## src/rtl/systolic_feed_controller.sv

```systemverilog
// Systolic feed controller: streams num_vecs unified-buffer reads into the
// rearranger, then drains the 15-stage skew path before signalling done.
module systolic_feed_controller (
  input  logic        clk,
  input  logic        rst,
  input  logic        start,
  input  logic        abort,
  input  logic [15:0] base_addr,
  input  logic [15:0] num_vecs,
  output logic        ubuf_rd_en,
  output logic [15:0] ubuf_rd_addr,
  output logic        load_en,
  output logic        shift_en,
  output logic        busy,
  output logic        done,
  output logic        aborted
);

  localparam int unsigned ADDR_W  = 16;
  localparam int unsigned DRAIN_W = 4;

  typedef enum logic [1:0] {
    IDLE   = 2'd0,
    STREAM = 2'd1,
    DRAIN  = 2'd2,
    DONE   = 2'd3
  } state_t;

  state_t              state, state_n;
  logic [ADDR_W-1:0]   rd_cnt, rd_cnt_n;
  logic [ADDR_W-1:0]   base_q, base_n;
  logic [ADDR_W-1:0]   num_q, num_n;
  logic [DRAIN_W-1:0]  drain_cnt, drain_cnt_n;

  logic                rd_en_n;
  logic [ADDR_W-1:0]   rd_addr_n;
  logic                load_n;
  logic                shift_n;
  logic                busy_n;
  logic                done_n;
  logic                aborted_n;
  logic                abort_take;

  // State, counters, latched job and registered outputs
  always_ff @(posedge clk) begin
    if (rst) begin
      state        <= IDLE;
      rd_cnt       <= '0;
      base_q       <= '0;
      num_q        <= '0;
      drain_cnt    <= '0;
      ubuf_rd_en   <= 1'b0;
      ubuf_rd_addr <= '0;
      load_en      <= 1'b0;
      shift_en     <= 1'b0;
      busy         <= 1'b0;
      done         <= 1'b0;
      aborted      <= 1'b0;
    end else begin
      state        <= state_n;
      rd_cnt       <= rd_cnt_n;
      base_q       <= base_n;
      num_q        <= num_n;
      drain_cnt    <= drain_cnt_n;
      ubuf_rd_en   <= rd_en_n;
      ubuf_rd_addr <= rd_addr_n;
      load_en      <= load_n;
      shift_en     <= shift_n;
      busy         <= busy_n;
      done         <= done_n;
      aborted      <= aborted_n;
    end
  end

  // Next state plus the values the output registers take on the same edge
  always_comb begin
    state_n     = state;
    rd_cnt_n    = rd_cnt;
    base_n      = base_q;
    num_n       = num_q;
    drain_cnt_n = drain_cnt;
    rd_en_n     = 1'b0;
    rd_addr_n   = '0;
    done_n      = 1'b0;
    aborted_n   = 1'b0;
    abort_take  = 1'b0;

    unique case (state)
      IDLE: begin
        if (start) begin
          if (num_vecs == '0) begin
            state_n = DONE;
            done_n  = 1'b1;
          end else begin
            state_n   = STREAM;
            base_n    = base_addr;
            num_n     = num_vecs;
            rd_cnt_n  = '0;
            rd_en_n   = 1'b1;
            rd_addr_n = base_addr;
          end
        end
      end
      STREAM: begin
        if (rd_cnt == num_q - ADDR_W'(1)) begin
          state_n     = DRAIN;
          drain_cnt_n = '0;
        end else begin
          rd_cnt_n  = rd_cnt + ADDR_W'(1);
          rd_en_n   = 1'b1;
          rd_addr_n = base_q + rd_cnt_n;
        end
      end
      DRAIN: begin
        if (drain_cnt == DRAIN_W'(15)) begin
          state_n = DONE;
          done_n  = 1'b1;
        end else begin
          drain_cnt_n = drain_cnt + DRAIN_W'(1);
        end
      end
      DONE: begin
        state_n = IDLE;
      end
      default: begin
        state_n = IDLE;
      end
    endcase

    // Abort outranks every transition, including the one into DONE
    if (abort && (state != IDLE)) begin
      abort_take = 1'b1;
      state_n    = IDLE;
      rd_en_n    = 1'b0;
      rd_addr_n  = '0;
      done_n     = 1'b0;
      aborted_n  = 1'b1;
    end

    load_n  = ubuf_rd_en && !abort_take;
    shift_n = load_n || (state_n == DRAIN);
    busy_n  = (state_n != IDLE);
  end

endmodule
```

## config.mk

```make
export PLATFORM = sky130hd
export DESIGN_NAME = systolic_feed_controller
export DESIGN_NICKNAME = d
export VERILOG_FILES = /design/src/rtl/systolic_feed_controller.sv
export SDC_FILE = /design/constraint.sdc
export NUM_CORES = 1
export LEC_CHECK = 0
export BUFFER_PORTS_ARGS = -buffer_cell sky130_fd_sc_hd__buf_2
export CAP_MARGIN = 20
export CORE_AREA = 2 2 136 138
export CTS_CLUSTER_DIAMETER = 30
export DETAILED_ROUTE_END_ITERATION = 12
export DIE_AREA = 0 0 138 140
export PLACE_DENSITY = 0.51
export RECOVER_POWER = 100
export SYNTH_ARGS = -nofsm -noshare
export SYNTH_HDL_FRONTEND = slang
export SYNTH_SLANG_ARGS = --single-unit
```

## constraint.sdc

```tcl
create_clock -name clk -period 3.9 [get_ports clk]
set_input_delay 0.195 -clock clk [delete_from_list [all_inputs] [get_ports clk]]
set_output_delay 0.195 -clock clk [all_outputs]
set_load 0.03 [all_outputs]
```

==> impl_metrics.json <==
{
  "route.met2.wl_um": 5158,
  "startpoint_type": "register",
  "die_area_um2": 19320,
  "slowest_delay_ns": 0.46,
  "ir_drop_uv": 221.1,
  "grt_first_pass_wirelength_um": 18060,
  "p_switching_mw": 0.5490,
  "crit_top_cell": "or3_1",
  "vias": 3754,
  "layout_common_cells": "nand2_1 (109), dfxtp_1 (76), a21oi_1 (58), xnor2_1 (36), buf_2 (35)",
  "cts_max_path_buffers": 2,
  "routed_via_density": 4.567,
  "cts_tree": "built",
  "rows": 49,
  "synth_edf_count": 0,
  "synthArstFlopShare": 0,
  "worstHoldStart": "num_vecs[8]",
  "rsz0062_at_grt": "no",
  "num_io_pins": 58,
  "grt-ovfl-total": 0,
  "worst_path_dominant_cell_family": "simple AND/OR/NAND/NOR gates",
  "routed.top_layer": "met4",
  "cp_slowest_cell": "or4_1",
  "dr.first_iter.drc_count": 281,
  "internal-power_mw": 1.559,
  "path_cells": "or3_1, or3_1, or4_1, xnor2_2, nor4_2, a31oi_4, nand2b_1, o311ai_0",
  "cts_resized": 0,
  "first_global_vias": 3552,
  "whs_path_depth": 3,
  "wl_met3_um": 414,
  "fin_tns_setup_ns": 0,
  "ant_nets": 0,
  "drc": 0,
  "grt_start_max_net_pins": 68,
  "fmax_ghz": 0.2877,
  "rr_worst_depth": 8,
  "final_common_cell": "nand2_1",
  "syn_inst": 542,
  "syn_avg_cell_area_um2": 8.052,
  "synth_cell_types": 57,
  "arrival_ns": 3.71,
  "port_buffers": 57,
  "yosysTopAreaCell": "dfxtp_1",
  "synthFlopType": "dfxtp_1",
  "leakagePower_nw": 1.965,
  "report.final.slew_viol_count": 0,
  "cp-end-kind": "register",
  "area_delta_synth_final_pct": 17.57,
  "finalHoldViolCount": 0,
  "die_h_um": 140,
  "drt-wirelength-per-cell_um": 13.48,
  "swShare": 0.2604,
  "cp_max_fo": 30,
  "fin_crit_ns": 3.476,
  "startpoint": "num_q[2]",
  "n_antenna_cell": 0,
  "cts_setup_buffers": 0,
  "power_mw": 2.108,
  "clock-root-buffer": "clkbuf_16",
  "setup_viol": 0,
  "p_seq_frac": 0.397,
  "r2r_start": "num_q[2]",
  "path_depth": 8,
  "status": "complete, no violations",
  "syn_nets": 597,
  "power.density_nw_per_um2": 410.8,
  "clkPwrFrac": 0.462,
  "initial_utilization": 0.2455,
  "tightest_slew_ns": 1.062,
  "synth_area_um2": 4364,
  "max_slew_margin": 0.2922,
  "fin_crit_sh": 0.8912,
  "ys_ff_latch": 76,
  "clk_pin_slew_worst_paths_ns": 0.06,
  "wirelength_um": 11080,
  "clkSinkCount": 76,
  "max_cap_violations": 0,
  "place_hpwl_um": 7863,
  "dieWidth_um": 138,
  "min_path_type": "input port to register",
  "firstDrtPassIters": 4,
  "cts_buffers": 9,
  "routabilityCongestion": 0.7856,
  "fin_nets": 644,
  "synth_top_cell_area_share": 0.3486,
  "grt_usage": 0.1162,
  "wl_met1_um": 5338,
  "crit_type": "register to register",
  "drive_above_1_share": 0.1282,
  "cts_htree_levels": 3,
  "power_frac_comb": 0.141,
  "seq_area_frac_synth": 0.3486,
  "antenna_found_initial": 0,
  "core_um2": 17780,
  "path_buf_inv": 0,
  "clkLatencyLatePin_ns": 0.35,
  "ctsHoldBuffers": 0,
  "final.setup_skew_ns": 0.008562,
  "nFillCells": 1964,
  "synth_area_leaders": "dfxtp_1 (35%), nand2_1 (8.7%), xnor2_1 (7.2%), a21oi_1 (6.7%), ha_1 (5.2%)",
  "yosysWarningCount": 0,
  "crit_required_ns": 4.14
}
-- tightest hold or removal path, cell delays in order --
cell,delay [ns]
buf_2,0.11
nand2_1,0.05
a21oi_1,0.05
-- kinds of logic (layout without fill, tap and decap cells) --
logic type / Yosys count / after routing / synth area share
AND/OR/NAND/NOR: 227 / 227 / 0.2640
AO/OA/AOI/OAI: 122 / 122 / 0.1809
flip-flops: 76 / 76 / 0.3486
XOR/XNOR: 51 / 51 / 0.1041
buffers and inverters: 47 / 98 / 0.04616
adder cells (fa/ha/maj): 19 / 19 / 0.05619
-- area by class of cell --
class | instances | area (um2) | area share
Multi-Input combinational cell | 419 | 2613 | 0.5091
Sequential cell | 76 | 1521 | 0.2965
Timing Repair Buffer | 63 | 296.5 | 0.05779
Tap cell | 229 | 286.5 | 0.05584
Clock buffer | 10 | 239.0 | 0.04657
Clock inverter | 5 | 100.1 | 0.01951
Inverter | 20 | 75.07 | 0.01463
-- per-layer routing --
metal	vias up	GRT usage
li1	1981	-
met1	1712	0.1501
met2	49	0.1871
met3	12	0.03009
met4	0	0.04350
met5	-	0
-- state kept, by name (all words and copies together) (netlist names) --
register / count
busy: 1
base_q: 16
state: 2
aborted: 1
ubuf_rd_addr: 16
shift_en: 1
done: 1
num_q: 16
rd_cnt: 16
load_en: 1
ubuf_rd_en: 1
drain_cnt: 4
-- synth_stat cells (3+ instances only) --
library cell / n
a211oi_1: 8
a21o_1: 5
a21oi_1: 58
a21oi_2: 10
and2_1: 3
and3_1: 5
buf_6: 3
clkbuf_1: 20
dfxtp_1: 76
ha_1: 18
inv_1: 20
nand2_1: 101
nand2_2: 9
nand2b_1: 11
nand3_1: 14
nand3b_1: 9
nand4_1: 5
nand4b_1: 6
nor2_1: 18
nor2b_1: 7
nor3_1: 9
nor3b_1: 3
nor4_1: 8
o211ai_1: 5
o21ai_0: 11
o21bai_1: 3
o311ai_0: 3
o31ai_1: 3
or2_2: 3
or3_1: 7
or4_1: 3
xnor2_1: 36
xor2_1: 14
-- power by group through the flow --
stage	sequential (mW)	clock [mW]	combinational, mW
2_1_floorplan	0.872	0	0.208
3_5_place_dp	0.854	0	0.310
3_3_place_gp	0.854	0	0.311
6_report	0.837	0.974	0.297
5_1_grt	0.842	1.03	0.332
4_1_cts	0.837	0.999	0.312
-- metrics by stage --
stage | hold WS [ns] | utilization | instances | area (um2) | setup WS [ns]
2_1_floorplan | 0.3310 | - | 542 | 4364 | 1.045
3_3_place_gp | 0.4524 | 0.2732 | 807 | 4857 | 0.5386
3_5_place_dp | 0.4554 | 0.2732 | 807 | 4857 | 0.4929
4_1_cts | 0.08716 | 0.2923 | 822 | 5196 | 0.4606
5_1_grt | 0.09712 | 0.2886 | 822 | 5131 | 0.1492
6_report | 0.09953 | 0.2886 | 822 | 5131 | 0.4244
-- path summary, 6_finish.rpt --
kind / end / slack, ns
min: num_q[8] / 0.1
min reg2reg: base_q[0] / 0.46
max: rd_cnt[3] / 0.42
max reg2reg: rd_cnt[3] / 0.42
Power figures use the tool's default switching activity.
